$ cat src/rtl/reservation_station_pkg.sv
// Shared types and constants for the ALU reservation station.
// Latency: n/a (declarations only).
// Backpressure: n/a (declarations only).
package reservation_station_pkg;

    localparam int RS_SIZE  = 8;                // entries, power of two, >= 2
    localparam int ROB_W    = 4;                // ROB tag width, tag 0 = no dependency
    localparam int OP_W     = 6;                // opcode enum width
    localparam int RS_POS_W = $clog2(RS_SIZE);

    typedef logic [31:0]         data_t;
    typedef logic [ROB_W-1:0]    rob_pos_t;
    typedef logic [OP_W-1:0]     openum_t;
    typedef logic [RS_POS_W-1:0] rs_pos_t;

    localparam rob_pos_t ZERO_ROB  = '0;
    localparam data_t    ZERO_WORD = '0;

    localparam openum_t OPENUM_NOP   = 6'd0;
    localparam openum_t OPENUM_LUI   = 6'd1;
    localparam openum_t OPENUM_AUIPC = 6'd2;
    localparam openum_t OPENUM_JAL   = 6'd3;
    localparam openum_t OPENUM_JALR  = 6'd4;
    localparam openum_t OPENUM_BEQ   = 6'd5;
    localparam openum_t OPENUM_BNE   = 6'd6;
    localparam openum_t OPENUM_BLT   = 6'd7;
    localparam openum_t OPENUM_BGE   = 6'd8;
    localparam openum_t OPENUM_BLTU  = 6'd9;
    localparam openum_t OPENUM_BGEU  = 6'd10;
    localparam openum_t OPENUM_ADD   = 6'd11;
    localparam openum_t OPENUM_SUB   = 6'd12;
    localparam openum_t OPENUM_SLL   = 6'd13;
    localparam openum_t OPENUM_SLT   = 6'd14;
    localparam openum_t OPENUM_SLTU  = 6'd15;
    localparam openum_t OPENUM_XOR   = 6'd16;
    localparam openum_t OPENUM_SRL   = 6'd17;
    localparam openum_t OPENUM_SRA   = 6'd18;
    localparam openum_t OPENUM_OR    = 6'd19;
    localparam openum_t OPENUM_AND   = 6'd20;
    localparam openum_t OPENUM_ADDI  = 6'd21;
    localparam openum_t OPENUM_SLTI  = 6'd22;
    localparam openum_t OPENUM_SLTIU = 6'd23;
    localparam openum_t OPENUM_XORI  = 6'd24;
    localparam openum_t OPENUM_ORI   = 6'd25;
    localparam openum_t OPENUM_ANDI  = 6'd26;
    localparam openum_t OPENUM_SLLI  = 6'd27;
    localparam openum_t OPENUM_SRLI  = 6'd28;
    localparam openum_t OPENUM_SRAI  = 6'd29;

    // One operand slot: producer tag plus value (value meaningful when q == 0).
    typedef struct packed {
        rob_pos_t q;
        data_t    v;
    } operand_t;

    typedef struct packed {
        logic     busy;
        openum_t  op;
        data_t    vj;
        rob_pos_t qj;
        data_t    vk;
        rob_pos_t qk;
        data_t    imm;
        data_t    pc;
        rob_pos_t tag;
    } rs_entry_t;

    // Resolve an operand against both result buses. The ALU bus wins a tie;
    // a waiting tag is never 0, so an idle bus (tag 0) can never match.
    function automatic operand_t resolve_operand(
        input rob_pos_t q,
        input data_t    v,
        input rob_pos_t alu_tag,
        input data_t    alu_value,
        input rob_pos_t lsb_tag,
        input data_t    lsb_value
    );
        operand_t res;
        res.q = q;
        res.v = v;
        if (q != ZERO_ROB) begin
            if (q == alu_tag) begin
                res.q = ZERO_ROB;
                res.v = alu_value;
            end else if (q == lsb_tag) begin
                res.q = ZERO_ROB;
                res.v = lsb_value;
            end
        end
        return res;
    endfunction

endpackage

$ cat src/rtl/reservation_station_select.sv
// Lowest-index find-first over a request vector (free slots / ready entries).
// Latency: purely combinational.
// Backpressure: none; found=0 when no bit is set (idx then 0).
// Ports: req[N] in, idx out (lowest set bit index), found out.
module reservation_station_select #(
    parameter int N     = 8,
    parameter int IDX_W = $clog2(N)
) (
    input  logic [N-1:0]     req,
    output logic [IDX_W-1:0] idx,
    output logic             found
);

    // Scan from the top down so the lowest set bit is the last write.
    always_comb begin
        idx   = '0;
        found = 1'b0;
        for (int i = N - 1; i >= 0; i--) begin
            if (req[i]) begin
                idx   = IDX_W'(i);
                found = 1'b1;
            end
        end
    end

endmodule

$ cat src/rtl/reservation_station.sv
// ALU reservation station: holds dispatched ops until operands arrive, issues one ready op per cycle.
// Latency: dispatch-ready at edge E issues at E+1; wakeup at edge E issues no earlier than E+1.
// Backpressure: out_full stalls dispatch (requests while full are dropped); rdy=0 freezes everything.
// Ports: clk/rst(async active-low)/rdy/in_clear; in_* dispatch; alu_*/lsb_* result buses;
//        out_full; out_op/out_value1/out_value2/out_imm/out_pc/out_rob_tag registered to the ALU.
module reservation_station
    import reservation_station_pkg::*;
(
    input  logic     clk,
    input  logic     rst,
    input  logic     rdy,
    input  logic     in_clear,
    input  logic     in_valid,
    input  openum_t  in_op,
    input  data_t    in_vj,
    input  data_t    in_vk,
    input  rob_pos_t in_qj,
    input  rob_pos_t in_qk,
    input  data_t    in_imm,
    input  data_t    in_pc,
    input  rob_pos_t in_rob_tag,
    input  rob_pos_t alu_tag,
    input  data_t    alu_value,
    input  rob_pos_t lsb_tag,
    input  data_t    lsb_value,
    output logic     out_full,
    output openum_t  out_op,
    output data_t    out_value1,
    output data_t    out_value2,
    output data_t    out_imm,
    output data_t    out_pc,
    output rob_pos_t out_rob_tag
);

    rs_entry_t entries [RS_SIZE];

    logic [RS_SIZE-1:0] free_vec;
    logic [RS_SIZE-1:0] ready_vec;
    rs_pos_t            free_idx;
    rs_pos_t            iss_idx;
    logic               free_found;
    logic               iss_found;

    operand_t wake_j [RS_SIZE];
    operand_t wake_k [RS_SIZE];
    operand_t disp_j;
    operand_t disp_k;

    always_comb begin
        free_vec  = '0;
        ready_vec = '0;
        for (int i = 0; i < RS_SIZE; i++) begin
            free_vec[i]  = !entries[i].busy;
            ready_vec[i] = entries[i].busy && (entries[i].qj == ZERO_ROB)
                                           && (entries[i].qk == ZERO_ROB);
        end
    end

    reservation_station_select #(.N(RS_SIZE), .IDX_W(RS_POS_W)) u_free_sel (
        .req   (free_vec),
        .idx   (free_idx),
        .found (free_found)
    );

    reservation_station_select #(.N(RS_SIZE), .IDX_W(RS_POS_W)) u_issue_sel (
        .req   (ready_vec),
        .idx   (iss_idx),
        .found (iss_found)
    );

    assign out_full = !free_found;

    // Wakeup candidates for every entry, plus same-cycle bypass for the incoming op.
    always_comb begin
        for (int i = 0; i < RS_SIZE; i++) begin
            wake_j[i] = resolve_operand(entries[i].qj, entries[i].vj,
                                        alu_tag, alu_value, lsb_tag, lsb_value);
            wake_k[i] = resolve_operand(entries[i].qk, entries[i].vk,
                                        alu_tag, alu_value, lsb_tag, lsb_value);
        end
        disp_j = resolve_operand(in_qj, in_vj, alu_tag, alu_value, lsb_tag, lsb_value);
        disp_k = resolve_operand(in_qk, in_vk, alu_tag, alu_value, lsb_tag, lsb_value);
    end

    always_ff @(posedge clk or negedge rst) begin
        if (!rst) begin
            for (int i = 0; i < RS_SIZE; i++) begin
                entries[i] <= '0;
            end
            out_op      <= OPENUM_NOP;
            out_value1  <= ZERO_WORD;
            out_value2  <= ZERO_WORD;
            out_imm     <= ZERO_WORD;
            out_pc      <= ZERO_WORD;
            out_rob_tag <= ZERO_ROB;
        end else if (rdy) begin
            if (in_clear) begin
                for (int i = 0; i < RS_SIZE; i++) begin
                    entries[i].busy <= 1'b0;
                end
                out_op      <= OPENUM_NOP;
                out_value1  <= ZERO_WORD;
                out_value2  <= ZERO_WORD;
                out_imm     <= ZERO_WORD;
                out_pc      <= ZERO_WORD;
                out_rob_tag <= ZERO_ROB;
            end else begin
                // Wakeup only rewrites operand fields of occupied entries, so it
                // never collides with the dispatch write into a free slot.
                for (int i = 0; i < RS_SIZE; i++) begin
                    if (entries[i].busy) begin
                        entries[i].qj <= wake_j[i].q;
                        entries[i].vj <= wake_j[i].v;
                        entries[i].qk <= wake_k[i].q;
                        entries[i].vk <= wake_k[i].v;
                    end
                end

                // Issue is chosen from pre-edge state, so a just-written or
                // just-woken entry waits at least one more edge.
                if (iss_found) begin
                    out_op                <= entries[iss_idx].op;
                    out_value1            <= entries[iss_idx].vj;
                    out_value2            <= entries[iss_idx].vk;
                    out_imm               <= entries[iss_idx].imm;
                    out_pc                <= entries[iss_idx].pc;
                    out_rob_tag           <= entries[iss_idx].tag;
                    entries[iss_idx].busy <= 1'b0;
                end else begin
                    out_op      <= OPENUM_NOP;
                    out_value1  <= ZERO_WORD;
                    out_value2  <= ZERO_WORD;
                    out_imm     <= ZERO_WORD;
                    out_pc      <= ZERO_WORD;
                    out_rob_tag <= ZERO_ROB;
                end

                if (in_valid && free_found) begin
                    entries[free_idx] <= '{busy: 1'b1,
                                           op:   in_op,
                                           vj:   disp_j.v,
                                           qj:   disp_j.q,
                                           vk:   disp_k.v,
                                           qk:   disp_k.q,
                                           imm:  in_imm,
                                           pc:   in_pc,
                                           tag:  in_rob_tag};
                end
            end
        end
    end

endmodule

$ cat config.mk
export PLATFORM = sky130hd
export DESIGN_NAME = reservation_station
export DESIGN_NICKNAME = d
export VERILOG_FILES = /design/src/rtl/reservation_station_pkg.sv /design/src/rtl/reservation_station_select.sv /design/src/rtl/reservation_station.sv
export SDC_FILE = /design/constraint.sdc
export NUM_CORES = 2
export LEC_CHECK = 0
export CORE_MARGIN = 5
export CORE_UTILIZATION = 55
export CTS_BUF_LIST = sky130_fd_sc_hd__clkbuf_4
export DETAILED_ROUTE_END_ITERATION = 7
export PLACE_DENSITY = 0.86
export SYNTH_ARGS = -nofsm -noshare
export SYNTH_HDL_FRONTEND = slang
export SYNTH_HIERARCHICAL = 1
export SYNTH_SLANG_ARGS = --single-unit
$ cat constraint.sdc
create_clock -name clk -period 5.44 [get_ports clk]
set_input_delay 1.088 -clock clk [delete_from_list [all_inputs] [get_ports clk]]
set_output_delay 1.088 -clock clk [all_outputs]
set_load 0.02 [all_outputs]
---- Word-level counts from Yosys, hierarchy flattened ----
Index checks and enable logic that the tools add are counted.
word-level totals
  flip-flop bits (word level) ............. 1,314
  bits of input ports ..................... 223
  output and inout port bits .............. 139
cells by class
  magnitude comparators ................... 4
  eq/ne operators ......................... 36
  muxes and demuxes ....................... 143
  bitwise gates (word level) .............. 3
  reductions and logical operators ........ 55
operators by type and width
  operator            number
  $mux 1176           4
  $bwmux 1176         2
  $mux 36             54
  $mux 72             24
  $demux 147 s3       2
  $bmux 147 s3        1
  $mux 147            2
  $mux 146            2
  $mux 32             8
  $eq 4x4->1          36
  $reduce_bool 4->1   18
  $logic_not 4->1     16
  $mux 3              16
  $mux 1              24
  $logic_and 1x1->1   19
  $mux 6              2
  $ge 4x4->1 const B  2
  $lt 4x1->1 const B  2
  $mux 4              2
  $not 3->4           2
  $reduce_and 2->1    1
  $logic_not 1->1     1
  $not 1->1           1

---- Logic depth before layout (Yosys ltp) ----
  depth after elaboration ................. 23
  mapped depth ............................ 12
  gate-level depth less buffers ........... 9

---- Cells and area by module ----
Netlist, hierarchy kept.
modules (own cells, without submodules)
  module                      instances  cells each  area each (µm²)  sequential area each (µm²)
  reservation_station         1          6,638       69,524.2         32,881.5
  reservation_station_select  2          13          80.1             0.0

---- Worst setup path before layout ----
OpenSTA, ideal clock, no wires.
  path type ............................... reg2reg
  start point ............................. register entries[398] (netlist bit)
  end point ............................... register out_pc[10]
  arrival time ............................ 3,115 ps
  setup slack ............................. 2,194 ps
  stages on the path, launching flop included .. 11
  buffers on the path ..................... 3
  period minus slack after synthesis ...... 3,246 ps
  cell sequence ........................... dfrtp_1 nor4_1 and3_1 a21oi_1 o41ai_1 clkbuf_1 clkbuf_1 buf_1 mux4_2 mux2i_1 o2bb2ai_1
between the ends
  longest elaborated chain between the ends .. 15
  elaborated cells on any way between the ends .. 21
RTL lines
  element                            RTL line                          text
  from (decl)                        reservation_station.sv:35         rs_entry_t entries [RS_SIZE];
  from (signal, indexed assignment)  reservation_station.sv:139        entries[free_idx] <= '{busy: 1'b1,
  $logic_not 4->1                    reservation_station.sv:54         ready_vec[i] = entries[i].busy && (entries[i].qj == ZERO_ROB)
  $logic_and 1x1->1                  reservation_station.sv:54
  $logic_and 1x1->1                  reservation_station.sv:55         && (entries[i].qk == ZERO_ROB);
  named net ready_vec[5]             reservation_station.sv:38         logic [RS_SIZE-1:0] ready_vec;
  $mux 3 (6 in a row)                reservation_station_select.sv:19  if (req[i]) begin
  named net iss_idx[0]               reservation_station.sv:40         rs_pos_t iss_idx;
  $not 3->4 (implied by the code)    reservation_station.sv:126        out_pc <= entries[iss_idx].pc;
  $bmux 147 s3                       reservation_station.sv:126
  $mux 146 (2 in a row)              n/a
  $mux 32                            reservation_station.sv:121        if (iss_found) begin
  $mux 32                            reservation_station.sv:97         if (in_clear) begin
  to (signal assigned)               reservation_station.sv:126
  to (decl)                          reservation_station.sv:31         output data_t out_pc,
The timed path passes the listed nets, and every way through them passes these cells. The select of a mux whose other input is x is not followed.
A chain may end at the register's enable or synchronous reset.

---- Worst setup path after layout ----
  start point ............................. register entries[146] (netlist bit)
  end point ............................... output out_full
between the ends
  longest elaborated chain between the ends .. 9
RTL lines
  element               RTL line                          text
  $mux 1 (8 in a row)   reservation_station_select.sv:19
  named net free_found  reservation_station.sv:41         logic free_found;
  $logic_not 1->1       reservation_station.sv:71         assign out_full = !free_found;
  to (decl)             reservation_station.sv:26         output logic out_full,
The timed path passes the listed nets, and every way through them passes these cells.

==> results.cfg <==
[die]
die_area_mm2 = 0.1339
boundaryPins = 362
die_h_um = 365.9
fp.dieW_um = 365.9
core_mm2 = 0.1257
rows = 130
start_util = 0.5542

[yosys]
syn_nets = 6887
synth_warnings = 6
synth_area_leader_cell = dfrtp_1
postSynthCellCount = 6664
ys_async_sr_fraction = 1.000
seq_area_frac_synth = 0.4719
ys_seq_elements = 1314
syn_area_per_cell_um2 = 10.46
synth_area_leaders = dfrtp_1 47%, nand2_1 10%, mux4_2 8.9%
synth_ff_type = dfrtp_1
synth_area_mm2 = 0.06968
synth_commonest_cells = 1865 x nand2_1, 1314 x dfrtp_1, 540 x clkbuf_1
synth_top_area_share = 0.4719
synth.distinct_cells = 70
synth-edff-count = 0
synth_most_common_cell = nand2_1

[clocking]
cts_tree = yes
cts-root-buf = clkbuf_4
clkTransAtPathRegs_ns = 0.07
cts_buffers = 357
cts.sinks = 1314
insertion_delay_ns = 1.37
h-tree-depth = 5
post_cts_resized = 0
cts_buffer_depth = 4

[route]
remaining_drc_errors = 29
drt_iter0_drc = 9811
viasPerCell = 7.154
first_pass_iters = 8
detail-route-antenna-nets = 0
vias = 62460
finalWirelength_um = 257700
avgRoutedWirePerCell_um = 29.52

[setup_path]
crit_required_ns = 4.35
crit_path_start_kind = flop
worstPathMaxFanout = 7
end_kind = output pin
cp.arrival_ns = 3.59
critical_path_class = reg2out

[final_layout]
fin_util = 0.6265
nFillCells = 9370
syn_to_final_growth_pct = 13.04
nets = 7042
layout-drive-gt1-share = 0.1571

[timing]
fmax_mhz = 213.9
setup_tns_ns = 0
worst_pin_slew_ns = 1.477
rsz0062_at_grt = no
setup_viol = 0
clock-skew-final_ns = 0.1347
min_period_over_period = 0.8595
finalCriticalPeriod_ns = 4.676
finalMaxSlewViolations = 0
slew-limit-headroom = 0.01157
hold_violations = 0

[outcome]
status = finished with violations
violations = design-rule violations, max-capacitance violations

[global_route]
grt-ovfl-total = 0
grt_first_pass_wirelength_um = 391000
grt_max_degree = 139
grt_pass1_vias = 64670
grt_util_all_layers = 0.3766
antenna_found_initial = 42

[pwr]
power.density_mw_per_mm2 = 488.3
p_leak_nw = 35.69
ir_drop_mv = 0.5202

[flow_run]
maxCapViolations = 1

[placed_design]
place.port_buffers = 361
hpwl_um = 149100
place_congestion = 0.9838

[worst_hold_path]
hp-class = in2async
[registers in the layout (all words and copies together), names as in the netlist]
| signal | cells |
|---|---|
| out_op | 6 |
| entries | 1176 |
| out_pc | 32 |
| out_imm | 32 |
| out_rob_tag | 4 |
| out_value2 | 32 |
| out_value1 | 32 |
[final timing paths]
| check | depth (start not counted) | end | slack (ns) | from |
|---|---|---|---|---|
| max | 5 | out_full | 0.76 | entries[146]$_DFFE_PN0P_ |
| min | 2 | entries[897]$_DFFE_PN0P_ | 0.44 | rst |
| max reg2reg | 7 | out_value2[10]$_DFFE_PN0P_ | 0.91 | entries[252]$_DFFE_PN0P_ |
| min reg2reg | 2 | entries[434]$_DFFE_PN0P_ | 0.47 | entries[434]$_DFFE_PN0P_ |
| max in group asynchronous | 4 | entries[601]$_DFFE_PN0P_ | 3.45 | rst |
| min in group clk | 3 | entries[21]$_DFFE_PN0P_ | 0.45 | in_pc[17] |
[placed cells by master, fill, tap and decap left out, types with 43 or more instances in the layout]
cell and n:
nand2_1 1856, dfrtp_1 1314, clkbuf_4 493, mux2i_1 377
clkdlybuf4s50_1 360, mux4_2 276, nor2_1 260, o221a_1 240
o22a_1 210, a211oi_1 169, a221o_1 169, buf_4 168
o2bb2ai_1 154, xnor2_1 136, clkinv_1 67, a211o_1 63
o211ai_1 63, a22o_1 48, o22ai_1 45, and3_1 43
[metrics by stage]
step	worst slack, ns	power [mW]	hold slack [ns]	std cells	area (um^2)
6_report	0.7644	38.46	0.4400	8731	78770
5_1_grt	0.6228	40.02	0.4176	8719	78740
4_1_cts	0.7723	38.10	0.3730	8692	78670
3_5_place_dp	0.9642	29.33	0.4578	8109	74400
3_3_place_gp	0.9561	28.81	0.4522	8109	74400
2_1_floorplan	2.194	24.06	0.4404	6664	69680
[worst max-delay path, cell delays in order (launching register included)]
cell             delay [ns]
dfrtp_1                0.53
inv_1                  0.18
nor4_1                 0.37
nand2_1                0.22
inv_1                  0.30
clkdlybuf4s50_1        0.68
[per-layer routing]
metal | GRT usage | routed length (um) | vias up
met2 | 0.5515 | 110500 | 5657
met3 | 0.1610 | 40830 | 1531
li1 | - | - | 24980
met4 | 0.2536 | 20170 | 18
met5 | 0 | 109 | -
met1 | 0.4531 | 86110 | 30270
[timing repair]
item                                   in CTS  in global routing
buffers inserted                            0                  0
endpoints found under the hold margin     121                  0
hold buffers                                1                  0
[cell families after synthesis]
group,Yosys count,share of synthesized area
and+or+nand+nor,2369,0.1369
AOI/OAI and AO/OA,1400,0.1816
DFF,1314,0.4719
buffers and inverters,778,0.04722
muxes,659,0.1443
xor gates and xnor gates,144,0.01810
[final cells by class]
type	count	area, um^2	share of cell area
antenna	39	97.59	0.001239
multi-input combinational	4572	33900	0.4304
timing repair buffer	560	5503	0.06986
sequential	1314	32880	0.4174
clock buffer	493	3701	0.04699
inverter	14	57.56	0.0007307
tap	1650	2064	0.02621
clock inverter	89	561.8	0.007132
[power by group]
part           switching (mW)  internal, mW
sequential               1.70          12.2
combinational            8.47          7.24
clock                    4.31          4.53
Power figures use the tool's default switching activity.
